## src/rtl/wb_pkg.sv

```systemverilog
// Shared definitions for the writeback stage: WB control bit positions,
// writeback source encodings, the commit state machine states and the
// fixed datapath widths.
package wb_pkg;

    localparam int DATA_W = 32;
    localparam int REG_W  = 6;

    // Bit positions inside the 7-bit WB control bundle; bit 6 is reserved.
    localparam int WB_REGWRITE  = 0;
    localparam int WB_SRC_LO    = 1;
    localparam int WB_FLAGWRITE = 3;
    localparam int WB_HALT      = 4;
    localparam int WB_VALID     = 5;

    typedef enum logic [1:0] {
        SRC_ALU     = 2'b00,
        SRC_DMEM    = 2'b01,
        SRC_IMM     = 2'b10,
        SRC_ILLEGAL = 2'b11
    } src_e;

    typedef enum logic {
        RUN    = 1'b0,
        HALTED = 1'b1
    } state_e;

endpackage

```

## src/rtl/regfile_64x32.sv

```systemverilog
// 64 x 32-bit register file with one synchronous write port and two
// asynchronous read ports. r0 reads as zero and is never written. A write
// presented in the current cycle is forwarded to a read port addressing the
// same register, so decode sees the value before the storing edge.
//   clock, resetn      : clock, asynchronous active-low reset (clears all)
//   we, waddr, wdata   : write port, stored at the rising edge
//   raddr_a/rdata_a    : read port A (combinational, with bypass)
//   raddr_b/rdata_b    : read port B (combinational, with bypass)
module regfile_64x32
    import wb_pkg::*;
(
    input  logic              clock,
    input  logic              resetn,
    input  logic              we,
    input  logic [REG_W-1:0]  waddr,
    input  logic [DATA_W-1:0] wdata,
    input  logic [REG_W-1:0]  raddr_a,
    input  logic [REG_W-1:0]  raddr_b,
    output logic [DATA_W-1:0] rdata_a,
    output logic [DATA_W-1:0] rdata_b
);

    logic [DATA_W-1:0] mem [64];

    // NOTE: the array must read zero straight after reset, so it is built
    // from resettable flops rather than a RAM macro; every entry is cleared.
    always_ff @(posedge clock or negedge resetn) begin
        if (!resetn) begin
            for (int i = 0; i < 64; i++) begin
                mem[i] <= '0;
            end
        end else if (we && (waddr != '0)) begin
            // NOTE: state is updated with non-blocking assignments so every
            // flop samples pre-edge values regardless of block ordering.
            mem[waddr] <= wdata;
        end
    end

    // NOTE: each combinational output gets a value on every path (the first
    // branch covers r0), so no latch can be inferred.
    always_comb begin
        if (raddr_a == '0) begin
            rdata_a = '0;
        end else if (we && (waddr == raddr_a)) begin
            rdata_a = wdata;
        end else begin
            rdata_a = mem[raddr_a];
        end
    end

    always_comb begin
        if (raddr_b == '0) begin
            rdata_b = '0;
        end else if (we && (waddr == raddr_b)) begin
            rdata_b = wdata;
        end else begin
            rdata_b = mem[raddr_b];
        end
    end

endmodule

```

## src/rtl/wb_regfile.sv

```systemverilog
// Writeback-stage consumer at the output of the EX/WB buffer. Commits one
// bundle per cycle: selects the writeback source, writes the register file,
// latches N/Z, counts retired instructions (saturating) and stops committing
// after a halt instruction until reset.
//   clock, resetn        : clock, asynchronous active-low reset
//   iDMEM, iALU, iI      : candidate writeback data
//   iRd, iWB             : destination register and WB control bundle
//   iN, iZ               : flags produced in EX
//   iRs/oRs, iRt/oRt     : decode-stage read ports
//   oN, oZ               : architectural flags
//   oHalted, oIllegal    : halted state, sticky illegal-source indication
//   oRetired             : retired instruction count, saturating
module wb_regfile
    import wb_pkg::*;
(
    input  logic              clock,
    input  logic              resetn,
    input  logic [DATA_W-1:0] iDMEM,
    input  logic [DATA_W-1:0] iALU,
    input  logic [DATA_W-1:0] iI,
    input  logic [REG_W-1:0]  iRd,
    input  logic [6:0]        iWB,
    input  logic              iN,
    input  logic              iZ,
    input  logic [REG_W-1:0]  iRs,
    input  logic [REG_W-1:0]  iRt,
    output logic [DATA_W-1:0] oRs,
    output logic [DATA_W-1:0] oRt,
    output logic              oN,
    output logic              oZ,
    output logic              oHalted,
    output logic              oIllegal,
    output logic [DATA_W-1:0] oRetired
);

    state_e            state;
    src_e              src;
    logic              commit;
    logic              reg_we;
    logic [DATA_W-1:0] wb_data;
    logic [DATA_W-1:0] retired_q;
    logic              unused_reserved;

    assign unused_reserved = iWB[6];

    // Bubbles and anything arriving after a halt leave all state untouched.
    assign commit = iWB[WB_VALID] && (state == RUN);
    assign src    = src_e'(iWB[WB_SRC_LO +: 2]);
    assign reg_we = commit && iWB[WB_REGWRITE] && (src != SRC_ILLEGAL) && (iRd != '0);

    always_comb begin
        wb_data = iALU;
        case (src)
            SRC_DMEM: wb_data = iDMEM;
            SRC_IMM:  wb_data = iI;
            default:  wb_data = iALU;
        endcase
    end

    regfile_64x32 u_rf (
        .clock   (clock),
        .resetn  (resetn),
        .we      (reg_we),
        .waddr   (iRd),
        .wdata   (wb_data),
        .raddr_a (iRs),
        .raddr_b (iRt),
        .rdata_a (oRs),
        .rdata_b (oRt)
    );

    always_ff @(posedge clock or negedge resetn) begin
        if (!resetn) begin
            state     <= RUN;
            oN        <= 1'b0;
            oZ        <= 1'b0;
            oIllegal  <= 1'b0;
            retired_q <= '0;
        end else if (commit) begin
            if (src == SRC_ILLEGAL) begin
                oIllegal <= 1'b1;
            end
            if (iWB[WB_FLAGWRITE]) begin
                oN <= iN;
                oZ <= iZ;
            end
            if (retired_q != '1) begin
                retired_q <= retired_q + 32'd1;
            end
            // The halting instruction's own writes complete at this edge.
            if (iWB[WB_HALT]) begin
                state <= HALTED;
            end
        end
    end

    assign oHalted  = (state == HALTED);
    assign oRetired = retired_q;

endmodule

```

## config.mk

```make
export PLATFORM = sky130hd
export DESIGN_NAME = wb_regfile
export DESIGN_NICKNAME = d
export VERILOG_FILES = /design/src/rtl/wb_pkg.sv /design/src/rtl/regfile_64x32.sv /design/src/rtl/wb_regfile.sv
export SDC_FILE = /design/constraint.sdc
export NUM_CORES = 2
export LEC_CHECK = 0
export ABC_AREA = 0
export CELL_PAD_IN_SITES_DETAIL_PLACEMENT = 0
export CELL_PAD_IN_SITES_GLOBAL_PLACEMENT = 1
export CORE_UTILIZATION = 45
export CTS_BUF_LIST = sky130_fd_sc_hd__clkbuf_4
export DETAILED_ROUTE_END_ITERATION = 16
export GPL_ROUTABILITY_DRIVEN = 0
export HOLD_SLACK_MARGIN = 0.02
export PLACE_DENSITY = 0.83
export SYNTH_ARGS = -nofsm -noshare
export SYNTH_HDL_FRONTEND = slang
export SYNTH_SLANG_ARGS = --single-unit
```

## constraint.sdc

```tcl
create_clock -name clock -period 7.3 [get_ports clock]
set_input_delay 1.46 -clock clock [delete_from_list [all_inputs] [get_ports clock]]
set_output_delay 1.46 -clock clock [all_outputs]
set_load 0.02 [all_outputs]
```

### Yosys cells after proc, flatten, opt, wreduce, memory -nomap -nowiden

Index checks and enable logic that the tools add are counted.

| cells by class | value |
|---|---|
| magnitude comparators | 4 |
| equality and inequality tests | 7 |
| add/subtract/negate cells | 1 |
| bitwise gates (word level) | 4 |
| reduce and logical (&&, ||, !) cells | 15 |
| mux-type cells | 14 |

Operator list:

| operator | count |
|---|---|
| $bwmux W2048 | 1 |
| $bmux W32 S6 | 2 |
| $mux W32 | 9 |
| $demux W32 S6 | 1 |
| $pmux W32 S2 | 1 |
| $add A32 B1 Y32 const B | 1 |
| $ne A32 B32 Y1 const B | 1 |
| $ge A7 B7 Y1 const B | 3 |
| $not A6 Y7 | 3 |
| $eq A6 B6 Y1 | 2 |
| $logic_not A6 Y1 | 2 |
| $logic_and A1 B1 Y1 | 8 |
| $reduce_and A2 Y1 | 4 |
| $lt A7 B1 Y1 const B | 1 |
| $reduce_bool A6 Y1 | 1 |
| $eq A2 B2 Y1 const B | 2 |
| $eq A2 B1 Y1 const B | 1 |
| $ne A2 B2 Y1 const B | 1 |
| $not A1 Y1 | 1 |

| word-level totals | value |
|---|---|
| register bits | 2084 |
| logic and storage cells | 114 |
| bits of input ports | 125 |
| output and inout bits | 100 |

### Logic depth before layout (Yosys ltp)

| depth | value |
|---|---|
| word-level depth | 8 |
| gate-level depth with buffers | 10 |
| gate-level depth less buffers | 6 |

### By module

A second synthesis with hierarchy kept.

| unflattened totals | value |
|---|---|
| cells, all modules | 8040 |
| area total of the unflattened synthesis | 112937.1 µm² |

By module, submodules not included:

| module | cells each | area an instance (µm²) | times used | sequential area each (µm²) |
|---|---|---|---|---|
| regfile_64x32 | 7773 | 110599.8 | 1 | 51249.2 |
| wb_regfile | 267 | 2337.2 | 1 | 900.9 |

### Worst setup path after synthesis

OpenSTA, ideal clock, no wires.

| timing path | value |
|---|---|
| kind | input -> output |
| start | input iRt[1] |
| end | output oRt[10] |
| data required time | 5.840 ns |
| buffers on the path | 3 |
| data arrival time | 3.290 ns |
| stages on the path | 8 |
| path slack | 2.550 ns |
| path through | buf_2 > buf_2 > clkbuf_1 > mux4_2 > a22oi_1 > o21ai_1 > a2111oi_0 > a21oi_1 |

| on the way | value |
|---|---|
| cells in the longest elaborated chain, start to end | 6 |
| elaborated cells between the ends (all ways) | 9 |
| classes of those cells | 1 x eq/ne; 5 x mux; 1 x bitwise; 2 x reduce/logical |

RTL lines:

| item | line | RTL |
|---|---|---|
| from (decl) | wb_regfile.sv:26 | `input logic [REG_W-1:0] iRt,` |
| $not A6 Y7 (not written as such) | regfile_64x32.sv:57 | `rdata_b = mem[raddr_b];` |
| $bmux W32 S6 | regfile_64x32.sv:57 |  |
| $mux W32 (not written as such) (2 in a row) | regfile_64x32.sv:57 |  |
| $mux W32 | regfile_64x32.sv:54 | `end else if (we && (waddr == raddr_b)) begin` |
| $mux W32 (*) | regfile_64x32.sv:52 | `if (raddr_b == '0) begin` |
| to (decl) | wb_regfile.sv:28 | `output logic [DATA_W-1:0] oRt,` |

Every way passes the cells marked *; elsewhere a longest branch is shown, timed or not. The select of a mux whose other input is x is not followed.

### Worst setup path after layout

| timing path | value |
|---|---|
| start | input iRd[1] |
| end | output oRt[11] |

| on the way | value |
|---|---|
| cells in the longest elaborated chain, start to end | 5 |
| elaborated cells between the ends (all ways) | 6 |
| classes of those cells | 1 x eq/ne; 2 x mux; 3 x reduce/logical |

RTL lines:

| item | line | RTL |
|---|---|---|
| from (decl) | wb_regfile.sv:21 | `input logic [REG_W-1:0] iRd,` |
| $reduce_bool A6 Y1 | wb_regfile.sv:49 | `assign reg_we = commit && iWB[WB_REGWRITE] && (src != SRC_ILLEGAL) && (iRd != '0);` |
| $logic_and A1 B1 Y1 | wb_regfile.sv:49 |  |
| $logic_and A1 B1 Y1 (*) | regfile_64x32.sv:54 |  |
| $mux W32 (*) | regfile_64x32.sv:54 |  |
| $mux W32 (*) | regfile_64x32.sv:52 |  |

Every way passes the cells marked *; elsewhere a longest branch is shown, timed or not.

==> impl_metrics.tcl <==
set metrics [dict create \
    synth_xor_area_share_pct 0.3400 \
    overflow 0 \
    clockRootBuffer "clkbuf_4" \
    vias 87060 \
    yosysSeqAreaShare_pct 48.20 \
    clock.fmax_mhz 137.3 \
    hold_viol 0 \
    area_growth_pct 11.20 \
    critPathMaxFanout 32 \
    final_area_um2 120300 \
    crit_path_cell_trace "clkdlybuf4s50_1 -> nor3_4 -> a21boi_1 -> and4_2 -> buf_12 -> a2111oi_0 -> a21oi_1 -> buf_4" \
    start_util_pct 45.36 \
    io_buffers 223 \
    synth_async_sr_flop_share_pct 100.0 \
    synth_top_cell_by_area "dfrtp_1" \
    layout-drive-gt1-share_pct 22.12 \
    violations "max-capacitance violations, max-slew violations" \
    die_h_um 492.3 \
    routed-wl-met3_um 40290 \
    synth_ff_type "dfrtp_1" \
    holdWs_ns 0.3978 \
    crit_path_max_incr_delay_ns 1.24 \
    cts.sinks 2084 \
    highest_layer "met5" \
    dieArea_um2 242400 \
    finalSetupTns_ns 0 \
    io_pins 225 \
    status "finished, violations left" \
    grt_max_degree 158 \
    synth_nets 10190 \
    drc 0 \
    grt_util_all_layers_pct 31.47 \
    drt_pass1_iterations 7 \
    synth_top_family_by_area "multiplexers" \
    avgViaCountPerCell 6.393 \
    muxShareOfSynthArea_pct 23.12 \
    ir_drop_mv 0.1802 \
    synth_enable_flop_cells 0 \
    ys_types 57 \
    finalPower_uw 24000 \
    synth-seq-cells 2084 \
    grt_pass1_wl_um 565500 \
    yosysWarnings 0 \
    critPathSlowestCell "a2111oi_0" \
    cts_made_buffers 555 \
    die_x_um 492.3 \
    rsz0062_at_grt "false" \
    synth_top_area_share_pct 48.20 \
    htreeDepth 6 \
    num_rows 179 \
    fin_nets 10220 \
    p_leak_uw 0.05084 \
    hp-class "flop to flop" \
    synth_common_cells "nand2_1, o21ai_0, dfrtp_1" \
    start_kind "primary input" \
    finalClockSkew_ns 0.07605 \
    synthAdderAreaFrac_pct 0.04626 \
    place_hpwl_um 225600 \
    yosysMostFrequentCell "nand2_1" \
    drt_iter0_drc 9975 \
    grt_pass1_vias 87400 \
    fin_crit_sh_pct 99.76 \
    syn_avg_cell_area_um2 10.76 \
    min_period_ns 7.282 \
    final_antenna_net_count 0 \
    end_kind "primary output" \
    clk_pin_slew_ns 0.06 \
    path_class "primary input to primary output" \
    ys_top_cells_by_area "dfrtp_1, mux4_2, o21ai_0" \
    drt-total-wl_um 383100 \
    worst_pin_slew_ns 1.542 \
    synth-compound-area-share_pct 14.15 \
    report.final.slew_viol_count 2 \
    synth_simple_gate_area_share_pct 10.09 \
    placed_area_um2 113800 \
    syn_area_um2 108200 \
    wirelength_met1_um 139000 \
    design.core.area_um2 238500 \
    cap_violations 1 \
    cts_tree "done" \
    finalSetupViolCount 0 \
    required_ns 5.84 \
    netlist_instances 10060 \
    powerDensity_nw_per_um2 199.5 \
    relSlewSlack_pct -5.473 \
    clockBufferDepth 4 \
    wl_per_cell_um 28.13 \
    arrival_ns 5.82 \
    clk_latency_ns 1.37 \
    dr_wl_met2_um 174700 \
    antenna_found_initial 12 \
]
## power by group
| group | leakage, uW | switching, uW | internal [uW] |
|---|---|---|---|
| Sequential | 0.0291 | 55.2 | 11600 |
| Clock | 0.00396 | 4910 | 5120 |
| Combinational | 0.0178 | 1650 | 646 |
## registers in the layout (all words and copies together), names as in the netlist
register  count
u_rf.mem   2048
oRetired     32
oHalted       1
oIllegal      1
oN            1
oZ            1
## metal layers
layer,up-vias,GRT usage (%)
li1,36820,-
met1,43690,38.81
met2,5211,48.33
met3,1323,8.323
met4,14,22.07
met5,-,0.3914
## repair_timing
action / 4_1_cts / 5_1_grt
buffers inserted: 0 / 0
hold buffers: 1 / 0
endpoints found under the hold margin: 26 / 0
gates resized for setup: 0 / 0
## path summary, 6_finish.rpt
check,from,end,slack [ns],cells after the start
setup / recovery,iRd[1],oRt[11],0.02,8
hold / removal,u_rf.mem[2024],u_rf.mem[2024],0.40,0
setup reg to reg,oHalted,u_rf.mem[1021],3.10,5
hold reg to reg,u_rf.mem[2024],u_rf.mem[2024],0.40,0
max in group asynchronous,resetn,u_rf.mem[398],4.58,4
min in group asynchronous,resetn,u_rf.mem[2023],0.64,2
## stage by stage
step | instances | util (%) | setup WS (ns)
CTS | 13610 | 50.43 | 0.3498
finish | 13620 | 50.44 | 0.01770
global placement | 12700 | 47.69 | 0.4352
floorplan | 10060 | - | 2.550
detailed placement | 12700 | 47.69 | 0.3589
global route | 13610 | 50.43 | 0.2053
## worst max-delay path, delay by kind of cell
| family | cells | cell delay [ns] |
|---|---|---|
| AOI/OAI and AO/OA | 3 | 2.12 |
| and+or+nand+nor | 2 | 1.00 |
| buffers and inverters | 3 | 1.15 |
## logic make-up after synthesis
kind of cell,Yosys count
AOI/OAI and AO/OA,2805
and+or+nand+nor,2700
DFF,2084
muxes,1359
buffers and inverters,1063
xor gates and xnor gates,42
adders and majority gates,4
## cell usage in the layout, fill, tap and decap left out, types with 90 or more instances in the layout
cell type,synthesis,final
a211oi_1,100,100
buf_4,23,290
clkbuf_4,0,798
clkdlybuf4s50_1,0,174
dfrtp_1,2084,2084
mux2i_1,300,300
mux4_2,896,896
nand2_1,2251,2215
nor2_1,121,119
nor2b_1,109,103
o21ai_0,2136,2136
o21ai_1,90,90
o22ai_1,132,132
## final cells by class
cell class	count	area, um^2
Inverter	5	26.28
Antenna cell	9	22.52
Clock inverter	109	529.3
Tap cell	3167	3963
Multi-Input combinational cell	6910	52330
Sequential cell	2084	52150
Fill cell	21220	118200
Clock buffer	798	5991
Timing Repair Buffer	536	5300
Note: power is estimated with default switching activity, not from simulation.
